**src/rtl/fetch_pkg.sv**
```systemverilog
// Shared types and defaults for the instruction fetch stage.
package fetch_pkg;

   localparam int unsigned DEFAULT_ADDR_WIDTH  = 12;
   localparam int unsigned DEFAULT_INSTR_WIDTH = 32;
   localparam int unsigned DEFAULT_DEPTH       = 4;

   // One fetched instruction tagged with the PC it was read from.
   typedef struct packed {
      logic [DEFAULT_ADDR_WIDTH-1:0]  pc;
      logic [DEFAULT_INSTR_WIDTH-1:0] instr;
   } fetch_entry_t;

   // Value shown on the decode interface while nothing has been fetched.
   localparam logic [DEFAULT_INSTR_WIDTH-1:0] NOP_INSTR = '0;

endpackage

```
**src/rtl/fetch_sync_fifo.sv**
```systemverilog
// In-order register-array FIFO with synchronous clear; pointers wrap modulo DEPTH.
module fetch_sync_fifo
   import fetch_pkg::*;
#(
   parameter int unsigned DEPTH     = DEFAULT_DEPTH,
   parameter type         entry_t   = fetch_entry_t,
   parameter entry_t      RESET_VAL = '0
) (
   input  logic                       clk,
   input  logic                       reset,
   input  logic                       push_i,
   input  logic                       pop_i,
   input  logic                       clear_i,
   input  entry_t                     wdata_i,
   output entry_t                     rdata_o,
   output logic [$clog2(DEPTH+1)-1:0] count_o,
   output logic                       full_o,
   output logic                       empty_o
);

   localparam int unsigned PW = $clog2(DEPTH);
   localparam int unsigned CW = $clog2(DEPTH+1);

   entry_t        mem_q [DEPTH];
   logic [PW-1:0] wptr_q, wptr_d;
   logic [PW-1:0] rptr_q, rptr_d;
   logic [CW-1:0] count_q, count_d;

   // Pointer and occupancy update; clear wins over any push/pop.
   always_comb begin
      wptr_d  = wptr_q;
      rptr_d  = rptr_q;
      count_d = count_q;
      if (clear_i) begin
         wptr_d  = '0;
         rptr_d  = '0;
         count_d = '0;
      end else begin
         if (push_i) wptr_d = wptr_q + PW'(1);
         if (pop_i)  rptr_d = rptr_q + PW'(1);
         if (push_i && !pop_i) begin
            count_d = count_q + CW'(1);
         end else if (!push_i && pop_i) begin
            count_d = count_q - CW'(1);
         end
      end
   end

   // Storage and pointer state.
   always_ff @(posedge clk or posedge reset) begin
      if (reset) begin
         for (int i = 0; i < int'(DEPTH); i++) mem_q[i] <= RESET_VAL;
         wptr_q  <= '0;
         rptr_q  <= '0;
         count_q <= '0;
      end else begin
         if (push_i && !clear_i) mem_q[wptr_q] <= wdata_i;
         wptr_q  <= wptr_d;
         rptr_q  <= rptr_d;
         count_q <= count_d;
      end
   end

   // Head entry and status straight from registers.
   always_comb begin
      rdata_o = mem_q[rptr_q];
      count_o = count_q;
      full_o  = (count_q == CW'(DEPTH));
      empty_o = (count_q == '0);
   end

endmodule

```
**src/rtl/instr_fetch_queue.sv**
```systemverilog
// Fetch stage: issues PC reads to a 1-cycle synchronous instruction memory, tags the returned
// word with its PC and queues it for decode behind a valid/ready handshake.
module instr_fetch_queue
   import fetch_pkg::*;
#(
   parameter int unsigned ADDR_WIDTH  = DEFAULT_ADDR_WIDTH,
   parameter int unsigned INSTR_WIDTH = DEFAULT_INSTR_WIDTH,
   parameter int unsigned DEPTH       = DEFAULT_DEPTH
) (
   input  logic                       clk,
   input  logic                       reset,
   input  logic [ADDR_WIDTH-1:0]      pc_in,
   input  logic                       pc_valid,
   output logic                       pc_ready,
   output logic                       imem_en,
   output logic [ADDR_WIDTH-1:0]      imem_addr,
   input  logic [INSTR_WIDTH-1:0]     imem_rdata,
   input  logic                       flush,
   output logic                       if_valid,
   input  logic                       if_ready,
   output logic [INSTR_WIDTH-1:0]     if_instr,
   output logic [ADDR_WIDTH-1:0]      if_pc,
   output logic [$clog2(DEPTH+1)-1:0] count
);

   localparam int unsigned CW = $clog2(DEPTH+1);

   typedef struct packed {
      logic [ADDR_WIDTH-1:0]  pc;
      logic [INSTR_WIDTH-1:0] instr;
   } entry_t;

   localparam entry_t RESET_ENTRY = '{pc: '0, instr: INSTR_WIDTH'(NOP_INSTR)};

   logic                  inflight_q, inflight_d;
   logic                  squash_q, squash_d;
   logic [ADDR_WIDTH-1:0] tag_pc_q, tag_pc_d;
   logic                  accept;
   logic [CW:0]           credit_used;
   logic                  fifo_push, fifo_pop, fifo_full, fifo_empty;
   entry_t                fifo_wdata, fifo_rdata;

   // Credit check counts the outstanding read too, and ignores a same-cycle pop so that
   // if_ready never reaches pc_ready combinationally.
   always_comb begin
      credit_used = {1'b0, count} + (CW+1)'(inflight_q);
      pc_ready    = !reset && !flush && (credit_used < (CW+1)'(DEPTH));
      accept      = pc_valid && pc_ready;
      imem_en     = accept;
      imem_addr   = accept ? pc_in : '0;
   end

   // Next state of the single outstanding-read tracker.
   always_comb begin
      inflight_d = accept;
      tag_pc_d   = accept ? pc_in : tag_pc_q;
      squash_d   = flush;
   end

   // Queue control and decode-side outputs; flush overrides push and pop.
   always_comb begin
      fifo_push  = inflight_q && !squash_q && !flush;
      fifo_pop   = if_valid && if_ready && !flush;
      fifo_wdata = '{pc: tag_pc_q, instr: imem_rdata};
      if_valid   = !fifo_empty;
      if_pc      = fifo_rdata.pc;
      if_instr   = fifo_rdata.instr;
   end

   // In-flight, PC tag and squash registers.
   always_ff @(posedge clk or posedge reset) begin
      if (reset) begin
         inflight_q <= 1'b0;
         squash_q   <= 1'b0;
         tag_pc_q   <= '0;
      end else begin
         inflight_q <= inflight_d;
         squash_q   <= squash_d;
         tag_pc_q   <= tag_pc_d;
      end
   end

   fetch_sync_fifo #(
      .DEPTH     (DEPTH),
      .entry_t   (entry_t),
      .RESET_VAL (RESET_ENTRY)
   ) u_fifo (
      .clk     (clk),
      .reset   (reset),
      .push_i  (fifo_push),
      .pop_i   (fifo_pop),
      .clear_i (flush),
      .wdata_i (fifo_wdata),
      .rdata_o (fifo_rdata),
      .count_o (count),
      .full_o  (fifo_full),
      .empty_o (fifo_empty)
   );

   // The credit rule must make an overflowing push unreachable.
   a_no_overflow: assert property (@(posedge clk) disable iff (reset)
      !(fifo_push && fifo_full && !fifo_pop));

endmodule

```
**config.mk**
```make
export PLATFORM = sky130hd
export DESIGN_NAME = instr_fetch_queue
export DESIGN_NICKNAME = d
export VERILOG_FILES = /design/src/rtl/fetch_pkg.sv /design/src/rtl/fetch_sync_fifo.sv /design/src/rtl/instr_fetch_queue.sv
export SDC_FILE = /design/constraint.sdc
export NUM_CORES = 1
export LEC_CHECK = 0
export ABC_AREA = 1
export CORE_UTILIZATION = 44
export CTS_CLUSTER_SIZE = 14
export DETAILED_ROUTE_END_ITERATION = 10
export PLACE_DENSITY = 0.68
export SYNTH_ARGS = -nofsm -noshare
export SYNTH_HDL_FRONTEND = slang
export SYNTH_SLANG_ARGS = --single-unit
```
**constraint.sdc**
```tcl
create_clock -name clk -period 7.55 [get_ports clk]
set_input_delay 1.1325 -clock clk [delete_from_list [all_inputs] [get_ports clk]]
set_output_delay 1.1325 -clock clk [all_outputs]
set_load 0.005 [all_outputs]
```
==> out/metrics.yaml <==
cts_sinks: 197
slew_headroom_pct: 34.5
ir_worst_vdd_v: 0.000139
drv_slew: 0
ios: 111
final_common_cell: "dfrtp_1"
critPathKind: "in2out"
critPathTopFamily: "buffers and inverters"
routed_wirelength_um: 19400
drt-wirelength-per-cell_um: 14.8
cts_buffers: 17
grt_max_degree: 122
yosysSeqAreaShare_pct: 56.8
final_cell_mix: "196 x dfrtp_1, 190 x o21ai_0, 187 x nand2_1, 110 x clkdlybuf4s50_1, 93 x nor2_1"
yosysTopAreaCell: "dfrtp_1"
hold_buffers: 0
drtPass1Iterations: 7
synth_area_mm2: 0.00867
status: "finished clean"
drc: 0
fillCellCount: 1797
drt_first_iter_violations: 510
num_vias: 6799
cts_setup_buffers: 0
ctsResizeCount: 0
cp-start-kind: "input pin"
ys_warn_count: 0
track_usage_pct: 20.4
pre_cts_ws_ps: 2610
worstPathRequired_ps: 6420
fp-row-count: 50
slowest_stage: "inv_8"
syn_inst: 974
cap_violations: 0
synth_nets: 1028
cellPowerDensity_mw_per_mm2: 265
power_frac_clock_pct: 33.7
cp.arrival_ps: 3710
critPathBufInv: 5
final_nets: 1096
post-route-min-period_ps: 4840
hold_viol: 0
dp_hpwl_um: 10700
core_mm2: 0.0190
die_h_um: 142
antenna_left: 0
clock.fmax_mhz: 206
grt_pass1_vias: 6360
synth.distinct_cells: 26
leakage_nw: 4.83
syn_avg_cell_area_um2: 8.90
cp-end-kind: "output port"
synthToLayoutAreaGrowth_pct: 19.7
finish.utilization_pct: 54.6
path_common_cell: "clkdlybuf4s50_1"
clk_pin_slew_worst_paths_ps: 70
p_seq_share_pct: 43.7
switching_share_pct: 27.6
die_x_um: 142
intPower_mw: 1.99
die-area_mm2: 0.0203
grt-ovfl-total: 0
drive_above_1_share_pct: 6.93
worstMarginPinSlew_ps: 982
via_per_inst: 5.17
max_stage_delay_ps: 600
tritoncts: "yes"
p_switching_mw: 0.758
synth_area_leaders: "dfrtp_1 57%, o21ai_0 11%, nand2_1 8.1%"
hold_path.class: "reg2reg"
p_comb_share_pct: 22.6
io_buffer_count: 110
synth_top_area_share_pct: 56.8
cts_root_buf: "clkbuf_16"
setup_slack_ps: 2710
setup_viol: 0
grt_setup_unrepaired: "no"
ys_ff_latch: 197
finalCritPeriodShare_pct: 64.2
clockBufferDepth: 2
fin_worst_skew_ps: 6.56
diodes: 0
tns_ps: 0
grt_antenna_before_repair: 0
grt_pass1_wl_um: 32200
start_util_pct: 45.6
cp_cell_sequence: "clkdlybuf4s50_1, inv_8, nand4_1, inv_2, nand2_2, inv_1, clkdlybuf4s50_1"
worst-path-max-fanout: 121
clk_latency_ps: 430
htree_levels: 4
gp_congestion: 0.794
worst min-delay path, stage by stage (launching register included):
cell	delay [ps]
dfrtp_1	340
nand2_1	50
o21ai_0	60
final cells by class:
class	count	area, µm²	share of cell area (%)
clock inverter	11	153	1.47
multi-input combinational	640	3100	29.8
sequential	197	4930	47.5
inverter	71	279	2.69
clock buffer	20	457	4.40
tap	260	325	3.13
timing repair buffer	115	1140	11.0
flip-flops by register name, summed over array words and instances (netlist names):
name / count
u_fifo.wptr_q: 2
inflight_q: 1
u_fifo.count_o: 3
u_fifo.rptr_q: 2
u_fifo.mem_q: 176
tag_pc_q: 12
squash_q: 1
cell usage after synthesis:
library cell	n
o21ai_2	16
o21ai_1	64
dfrtp_1	197
nor2_1	93
nor3_1	1
clkbuf_1	31
buf_6	13
nor2_2	10
buf_2	19
buf_4	1
inv_1	67
nand4_1	3
a21oi_1	3
fa_1	1
nand3_4	1
nand3_1	6
nand2_4	4
ha_1	4
o21ai_0	190
nand2_1	187
inv_6	1
inv_2	3
o21bai_1	12
buf_1	2
o22ai_1	44
nand2_2	1
metal layers:
metal / global-route usage, % / wire, µm
met5: 0 / 0
met4: 4.75 / 99
met3: 5.52 / 1050
met2: 32.3 / 9090
met1: 27.8 / 9180
power by group through the flow:
stage	sequential, mW	combinational, mW	clock (mW)
finish	1.20	0.622	0.926
global route	1.21	0.697	0.988
CTS	1.20	0.631	0.951
detailed placement	1.22	0.626	0
global placement	1.22	0.623	0
floorplan	1.21	0.335	0
per-stage QoR:
| stage | cells | instance area (µm²) | total power, mW | hold WS (ps) |
|---|---|---|---|---|
| 6_report | 1314 | 10400 | 2.75 | 481 |
| 5_1_grt | 1314 | 10400 | 2.90 | 502 |
| 4_1_cts | 1314 | 10400 | 2.78 | 483 |
| 3_5_place_dp | 1283 | 9770 | 1.85 | 467 |
| 3_3_place_gp | 1283 | 9770 | 1.84 | 461 |
| 2_1_floorplan | 974 | 8670 | 1.55 | 448 |
path summary, 6_finish.rpt:
check / endpoint / slack (ps) / cells after the start / start
setup / recovery: imem_en / 2710 / 7 / reset
hold / removal: u_fifo.mem_q[56] / 480 / 2 / u_fifo.mem_q[56]
setup reg to reg: u_fifo.mem_q[166] / 5750 / 4 / u_fifo.wptr_q[0]
hold reg to reg: u_fifo.mem_q[56] / 480 / 2 / u_fifo.mem_q[56]
max in group asynchronous: u_fifo.mem_q[143] / 4800 / 3 / reset
min in group asynchronous: u_fifo.mem_q[159] / 1280 / 2 / reset
cell families after synthesis:
family / share of synthesized area [%]
adders and majority gates: 0.808
DFF: 56.8
buffers and inverters: 7.43
and+or+nand+nor: 14.3
AOI/OAI and AO/OA: 20.7
(Power assumes the default switching activity.)
